<file path="src/rtl/bram_axis_streamer.sv">
`default_nettype none
// ============================================================================
// Module   : bram_axis_streamer
// Brief    : Reads a frame from pixel BRAM and sends it as an AXI4-Stream
//            master, one word per beat. Defining BRAM_AXIS_GRAY2RGB_EN
//            expands each gray pixel to an RGB triplet.
// Revision : 1.0 - initial release
// ============================================================================
module bram_axis_streamer #(
    parameter int n             = 24,
    parameter int pixel_per_clk = 8,
    parameter int addr_width    = 14,
    parameter int line_words    = 80,
    parameter int num_lines     = 120
) (
    input  logic                       ACLK,
    input  logic                       rst,
    input  logic                       start,
    output logic                       bram_en,
    output logic [addr_width-1:0]      bram_addr,
    input  logic [8*pixel_per_clk-1:0] bram_data_out,
    output logic                       m_TVALID,
    input  logic                       m_TREADY,
    output logic [8*n-1:0]             m_TDATA,
    output logic [n-1:0]               m_TSTRB,
    output logic [n-1:0]               m_TKEEP,
    output logic                       m_TLAST,
    output logic                       m_TUSER,
    output logic                       m_TID,
    output logic                       m_TDEST,
    output logic                       busy,
    output logic                       done
);

    localparam int                    c_WW          = 8 * pixel_per_clk;
    localparam int                    c_FRAME_WORDS = line_words * num_lines;
    localparam int                    c_COL_W       = (line_words > 1) ? $clog2(line_words) : 1;
    localparam logic [addr_width-1:0] c_LAST_ADDR   = addr_width'(c_FRAME_WORDS - 1);
    localparam logic [c_COL_W-1:0]    c_LAST_COL    = c_COL_W'(line_words - 1);

    typedef enum logic [1:0] {
        S_IDLE   = 2'd0,
        S_STREAM = 2'd1,
        S_DRAIN  = 2'd2,
        S_DONE   = 2'd3
    } state_t;

    state_t                  state_q;
    logic [addr_width-1:0]   addr_q;
    logic [c_COL_W-1:0]      col_q;
    logic                    busy_q;
    logic                    done_q;

    // Buffer slots hold {TLAST, TUSER, word}; head_q always drives the bus.
    logic [c_WW+1:0]         head_q;
    logic [c_WW+1:0]         tail_q;
    logic [1:0]              occ_q;
    logic [1:0]              occ_d;
    logic                    inflight_q;
    logic [1:0]              inflight_meta_q;

    logic                    w_pop;
    logic                    w_issue;
    logic [2:0]              w_pending;
    logic [c_WW-1:0]         w_head_data;
    logic [n-1:0]            w_keep;

    assign w_pop     = (occ_q != 2'd0) && m_TREADY;
    assign w_pending = {1'b0, occ_q} + {2'b00, inflight_q};
    // A slot freed by this cycle's pop is free again before the new read lands.
    assign w_issue   = (state_q == S_STREAM) && ((w_pending < 3'd2) || w_pop);

    always_comb begin
        occ_d = occ_q;
        case ({inflight_q, w_pop})
            2'b10:   occ_d = occ_q + 2'd1;
            2'b01:   occ_d = occ_q - 2'd1;
            default: occ_d = occ_q;
        endcase
    end

    always_ff @(posedge ACLK or posedge rst) begin
        if (rst) begin
            state_q <= S_IDLE;
            addr_q  <= '0;
            col_q   <= '0;
            busy_q  <= 1'b0;
            done_q  <= 1'b0;
        end else begin
            done_q <= 1'b0;
            case (state_q)
                S_IDLE: begin
                    if (start) begin
                        state_q <= S_STREAM;
                        addr_q  <= '0;
                        col_q   <= '0;
                        busy_q  <= 1'b1;
                    end
                end
                S_STREAM: begin
                    if (w_issue) begin
                        addr_q <= addr_q + addr_width'(1);
                        col_q  <= (col_q == c_LAST_COL) ? '0 : col_q + c_COL_W'(1);
                        if (addr_q == c_LAST_ADDR) begin
                            state_q <= S_DRAIN;
                        end
                    end
                end
                S_DRAIN: begin
                    if (occ_d == 2'd0) begin
                        state_q <= S_DONE;
                        done_q  <= 1'b1;
                        busy_q  <= 1'b0;
                    end
                end
                S_DONE: begin
                    state_q <= S_IDLE;
                end
                default: begin
                    state_q <= S_IDLE;
                end
            endcase
        end
    end

    always_ff @(posedge ACLK or posedge rst) begin
        if (rst) begin
            occ_q           <= 2'd0;
            head_q          <= '0;
            tail_q          <= '0;
            inflight_q      <= 1'b0;
            inflight_meta_q <= 2'b00;
        end else begin
            occ_q           <= occ_d;
            inflight_q      <= w_issue;
            inflight_meta_q <= {w_issue && (col_q == c_LAST_COL),
                                w_issue && (addr_q == '0)};
            if (w_pop) begin
                head_q <= tail_q;
            end
            if (inflight_q) begin
                if ((occ_q == 2'd0) || ((occ_q == 2'd1) && w_pop)) begin
                    head_q <= {inflight_meta_q, bram_data_out};
                end else begin
                    tail_q <= {inflight_meta_q, bram_data_out};
                end
            end
        end
    end

    assign w_head_data = head_q[c_WW-1:0];

`ifdef BRAM_AXIS_GRAY2RGB_EN
    for (genvar j = 0; j < pixel_per_clk; j++) begin : g_rgb
        assign m_TDATA[24*j +: 24] = {3{w_head_data[8*j +: 8]}};
    end
    assign w_keep = '1;
`else
    assign m_TDATA = (8*n)'(w_head_data);
    assign w_keep  = n'({pixel_per_clk{1'b1}});
`endif

    assign bram_en   = w_issue;
    assign bram_addr = addr_q;
    assign m_TVALID  = (occ_q != 2'd0);
    assign m_TLAST   = head_q[c_WW+1];
    assign m_TUSER   = head_q[c_WW];
    assign m_TKEEP   = m_TVALID ? w_keep : '0;
    assign m_TSTRB   = m_TVALID ? w_keep : '0;
    assign m_TID     = 1'b0;
    assign m_TDEST   = 1'b0;
    assign busy      = busy_q;
    assign done      = done_q;

endmodule
`default_nettype wire

</file>
<file path="config.mk">
export PLATFORM = sky130hd
export DESIGN_NAME = bram_axis_streamer
export DESIGN_NICKNAME = d
export VERILOG_FILES = /design/src/rtl/bram_axis_streamer.sv
export SDC_FILE = /design/constraint.sdc
export NUM_CORES = 1
export LEC_CHECK = 0
export BUFFER_PORTS_ARGS = -buffer_cell sky130_fd_sc_hd__buf_4
export CORE_MARGIN = 3
export CORE_UTILIZATION = 50
export CTS_CLUSTER_DIAMETER = 30
export DETAILED_ROUTE_END_ITERATION = 8
export PLACE_DENSITY = 0.83
export SLEW_MARGIN = 20
export SYNTH_ARGS = -nofsm -noshare
export SYNTH_HDL_FRONTEND = slang
export SYNTH_SLANG_ARGS = --single-unit
</file>
<file path="constraint.sdc">
create_clock -name ACLK -period 5.8 [get_ports ACLK]
set_input_delay 0 -clock ACLK [delete_from_list [all_inputs] [get_ports ACLK]]
set_output_delay 0 -clock ACLK [all_outputs]
set_load 0.01 [all_outputs]
</file>
==> metrics.md <==
| Metric | Value |
|---|---|
| Die Wd | 136 µm |
| Sw power | 1.83 mW |
| Crit path capture type | flop |
| Final Setup Violations | 0 |
| Pleak | 5.15 nW |
| Max_cap viols | 0 |
| Vias/cell | 4.77 |
| CTS tree | built |
| Req. time, crit path | 6.08 ns |
| Startpoint type of the worst setup path | flop |
| Power Dens Cells | 498 nW/µm² |
| Combinational group share of total power | 41.1% |
| # rows | 46 |
| GPL Wtd Cong | 0.826 |
| DR DRC count | 0 |
| Gr usage total | 18.5% |
| Final worst-path cycle share | 46.9% |
| Sequential-to-total area share from yosys stat | 48.0% |
| Fillers | 1219 |
| Crit-path leading delay family | compound AO/OA/AOI/OAI gates |
| CP Max Fanout | 34 |
| Clk_lat worst skew | 0.42 ns |
| Critical path buffers and inverters | 1 |
| Clock Path Buffers | 2 |
| Vias in the first global route | 5505 |
| Setup TNS Final | 0 ns |
| # IOs | 330 |
| Post-synth ARST share | 100% |
| CTS Buf Count | 17 |
| Worst path max stage delay | 0.93 ns |
| Clock Sink Count | 162 |
| H-tree depth | 4 |
| R2R cell count | 7 |
| Critical Path AT | 3.00 ns |
| Post-CTS setup buffers | 0 |
| Seq pwr share | 38.2% |
| Final Hold Violating Endpoints | 0 |
| Largest net degree at the start of global routing | 111 |
| Aggregate global routing overflow | 0 |
| CTS root buffer | clkbuf_16 |
| Pwr Total | 5.16 mW |
| Top sig layer | met4 |
| Nets | 1068 |
| Core Area | 16200 µm² |
| Ant diodes | 0 |
| Synthesized area per cell | 10.8 µm² |
| Hold Path Class | input pin to asynchronous set/reset pin |
| Vias | 5820 |
| Met1 WL | 7160 µm |
| RSZ-0062 raised after global routing | no |
| Met2 routed WL | 9430 µm |
| Drt first-iter violations | 270 |
| PnR worst setup slack | 3.08 ns |
| Internal | 3.33 mW |
| Cell area after synthesis | 8450 µm² |
| Number of synthesized register bits | 162 |
| Total Wirelength | 18000 µm |
| Antenna viol nets, final | 0 |
| First-pass GRT wire length | 27400 µm |
| Status | completed |
| Worst R2R End | bram_addr[12]$_DFFE_PP0P_ |
| Synth cell types | 43 |
| Worst IR Drop VDD | 0.238 mV |
| Synth-to-layout area growth | 22.5% |
| Yosys warnings | 0 |
| DR WL met3 | 1130 µm |
| Reg clk slew, reported paths | 0.07 ns |
| Final min period | 2.72 ns |
| Initial antenna violation count | 0 |
| Die Ht | 136 µm |
| Clock skew | 0.00890 ns |
| Initial Utilization | 52.1% |
| Post-synth EDFFs | 0 |
| Die footprint | 18500 µm² |
| Origin of the critical flop-to-flop path | occ_q[0]$_DFF_PP0_ |
| Sw Share | 35.5% |
| Cells after Synth | 785 |
| WL/cell | 14.8 µm |
| Fmax | 368 MHz |
| Hpwl dp | 11500 µm |
| IO Port Bufs | 167 |
| Transition time at the pin with the least slew margin | 0.979 ns |
| Place WS | 3.02 ns |
| Post-CTS sizing | 0 |
| Critical Path Slowest Stage Cell | a31oi_1 |
| Top_reg_cell synth | dfrtp_1 |
| Pre-Repair DR Iteration Count | 4 |
| Share of cells above drive strength 1 | 27.7% |
| Crit path kind | flop to flop |
| Worst reg-to-reg setup slack | 3.08 ns |
| Cell taking the most area after synthesis | dfrtp_1 |
| Post-synth top area share | 48.0% |
| Largest cells by area after synthesis | dfrtp_1 (48%), buf_4 (16%), mux2_2 (8.9%) |
| Pins Over Slew Limit | 0 |
| Relative slew slack | 34.5% |
| Clock power share | 20.7% |
| Crit-path cells | inv_1, ha_1, nand2b_4, a31oi_1, nand4_1, xor2_1, nor2_1 |
[cells in the final DEF, fill, tap and decap left out, drive strengths merged, types with 5 or more instances in the layout]
cell and instances:
nor2 18, o21ai 78, xor2 9, nand3 13, buf 170, clkinvlp 5
mux2i 68, dfrtp 162, conb 162, dlygate4sd3 67, clkbuf 18, o31ai 6
ha 9, mux2 67, inv 14, and3 6, nand2 88
[Yosys cell counts, types with 3 or more instances]
cell      count
nor2_1       18
dfrtp_1     162
o21ai_0      78
buf_2        17
clkbuf_1     12
ha_1          9
mux2_2       67
and3_1        6
mux2i_1      68
nor2b_1       3
xor2_1        9
nand3_1      13
nand2_1      88
o31ai_1       6
nand4_1       4
buf_4       179
a21oi_1       4
inv_1        10
[worst register-to-register path: cells and delay by family (launching register included)]
family	cells	cell delay, ns
DFF	1	0.46
and+or+nand+nor	3	0.69
AOI/OAI and AO/OA	1	0.93
xor gates and xnor gates	1	0.19
adders and majority gates	1	0.24
buffers and inverters	1	0.07
[what timing repair did]
item | CTS | global route
setup endpoints to repair | 0 | 0
hold buffers | 67 | 0
hold endpoints to repair | 208 | 0
[logic make-up after synthesis]
| group | Yosys count | share of synthesized area, % |
|---|---|---|
| muxes | 135 | 17.0 |
| DFF | 162 | 48.0 |
| buffers and inverters | 221 | 18.2 |
| AOI/OAI and AO/OA | 101 | 6.73 |
| other | 1 | 0.0444 |
| adders and majority gates | 9 | 1.33 |
| and+or+nand+nor | 145 | 7.64 |
| xor gates and xnor gates | 11 | 1.14 |
[state kept, by name, indices dropped and copies added (netlist names)]
name	cells
state_q	2
tail_q	66
col_q	7
done	1
inflight_meta_q	2
inflight_q	1
bram_addr	14
occ_q	2
busy	1
head_q	66
[power groups by stage]
| stage | clock network (mW) | registers [mW] | logic, mW |
|---|---|---|---|
| global route | 1.14 | 2.03 | 2.33 |
| global placement | 0 | 1.96 | 2.00 |
| finish | 1.07 | 1.97 | 2.12 |
| detailed placement | 0 | 1.98 | 2.08 |
| floorplan | 0 | 2.01 | 1.40 |
| CTS | 1.10 | 1.96 | 2.13 |
[layer usage]
layer  vias up  global-route usage [%]
met5         -                       0
met1      2864                    22.2
li1       2726                       -
met2       207                    32.7
met3        23                    4.48
met4         0                    6.05
[final cells by class]
type	count	area, µm²	area share [%]
sequential	162	4050	39.1
multi-input combinational	563	3480	33.6
timing repair buffer	237	1950	18.8
clock buffer	18	429	4.14
tap	216	270	2.61
clock inverter	14	130	1.26
inverter	10	42.5	0.411
[through the flow]
stage | hold WS (ns) | area [µm²] | utilization (%) | instances
5_1_grt | 0.314 | 10400 | 63.8 | 1220
6_report | 0.242 | 10400 | 63.8 | 1220
3_3_place_gp | 0.174 | 9130 | 56.2 | 1121
3_5_place_dp | 0.180 | 9130 | 56.2 | 1121
4_1_cts | 0.289 | 10400 | 63.8 | 1220
2_1_floorplan | 0.117 | 9060 | - | 946
[how the worst max path moves through the flow]
stage,start,cells after the start,slack (ns),endpoint
5_1_grt,occ_q[0]$_DFF_PP0_,7,2.81,bram_addr[12]$_DFFE_PP0P_
2_1_floorplan,rst,1,1.42,bram_addr[0]$_DFFE_PP0P_
6_report,occ_q[0]$_DFF_PP0_,7,3.08,bram_addr[12]$_DFFE_PP0P_
3_5_place_dp,occ_q[0]$_DFF_PP0_,7,3.02,bram_addr[12]$_DFFE_PP0P_
3_3_place_gp,occ_q[0]$_DFF_PP0_,7,3.05,bram_addr[12]$_DFFE_PP0P_
4_1_cts,occ_q[0]$_DFF_PP0_,7,3.02,bram_addr[12]$_DFFE_PP0P_
(Power assumes the default switching activity.)
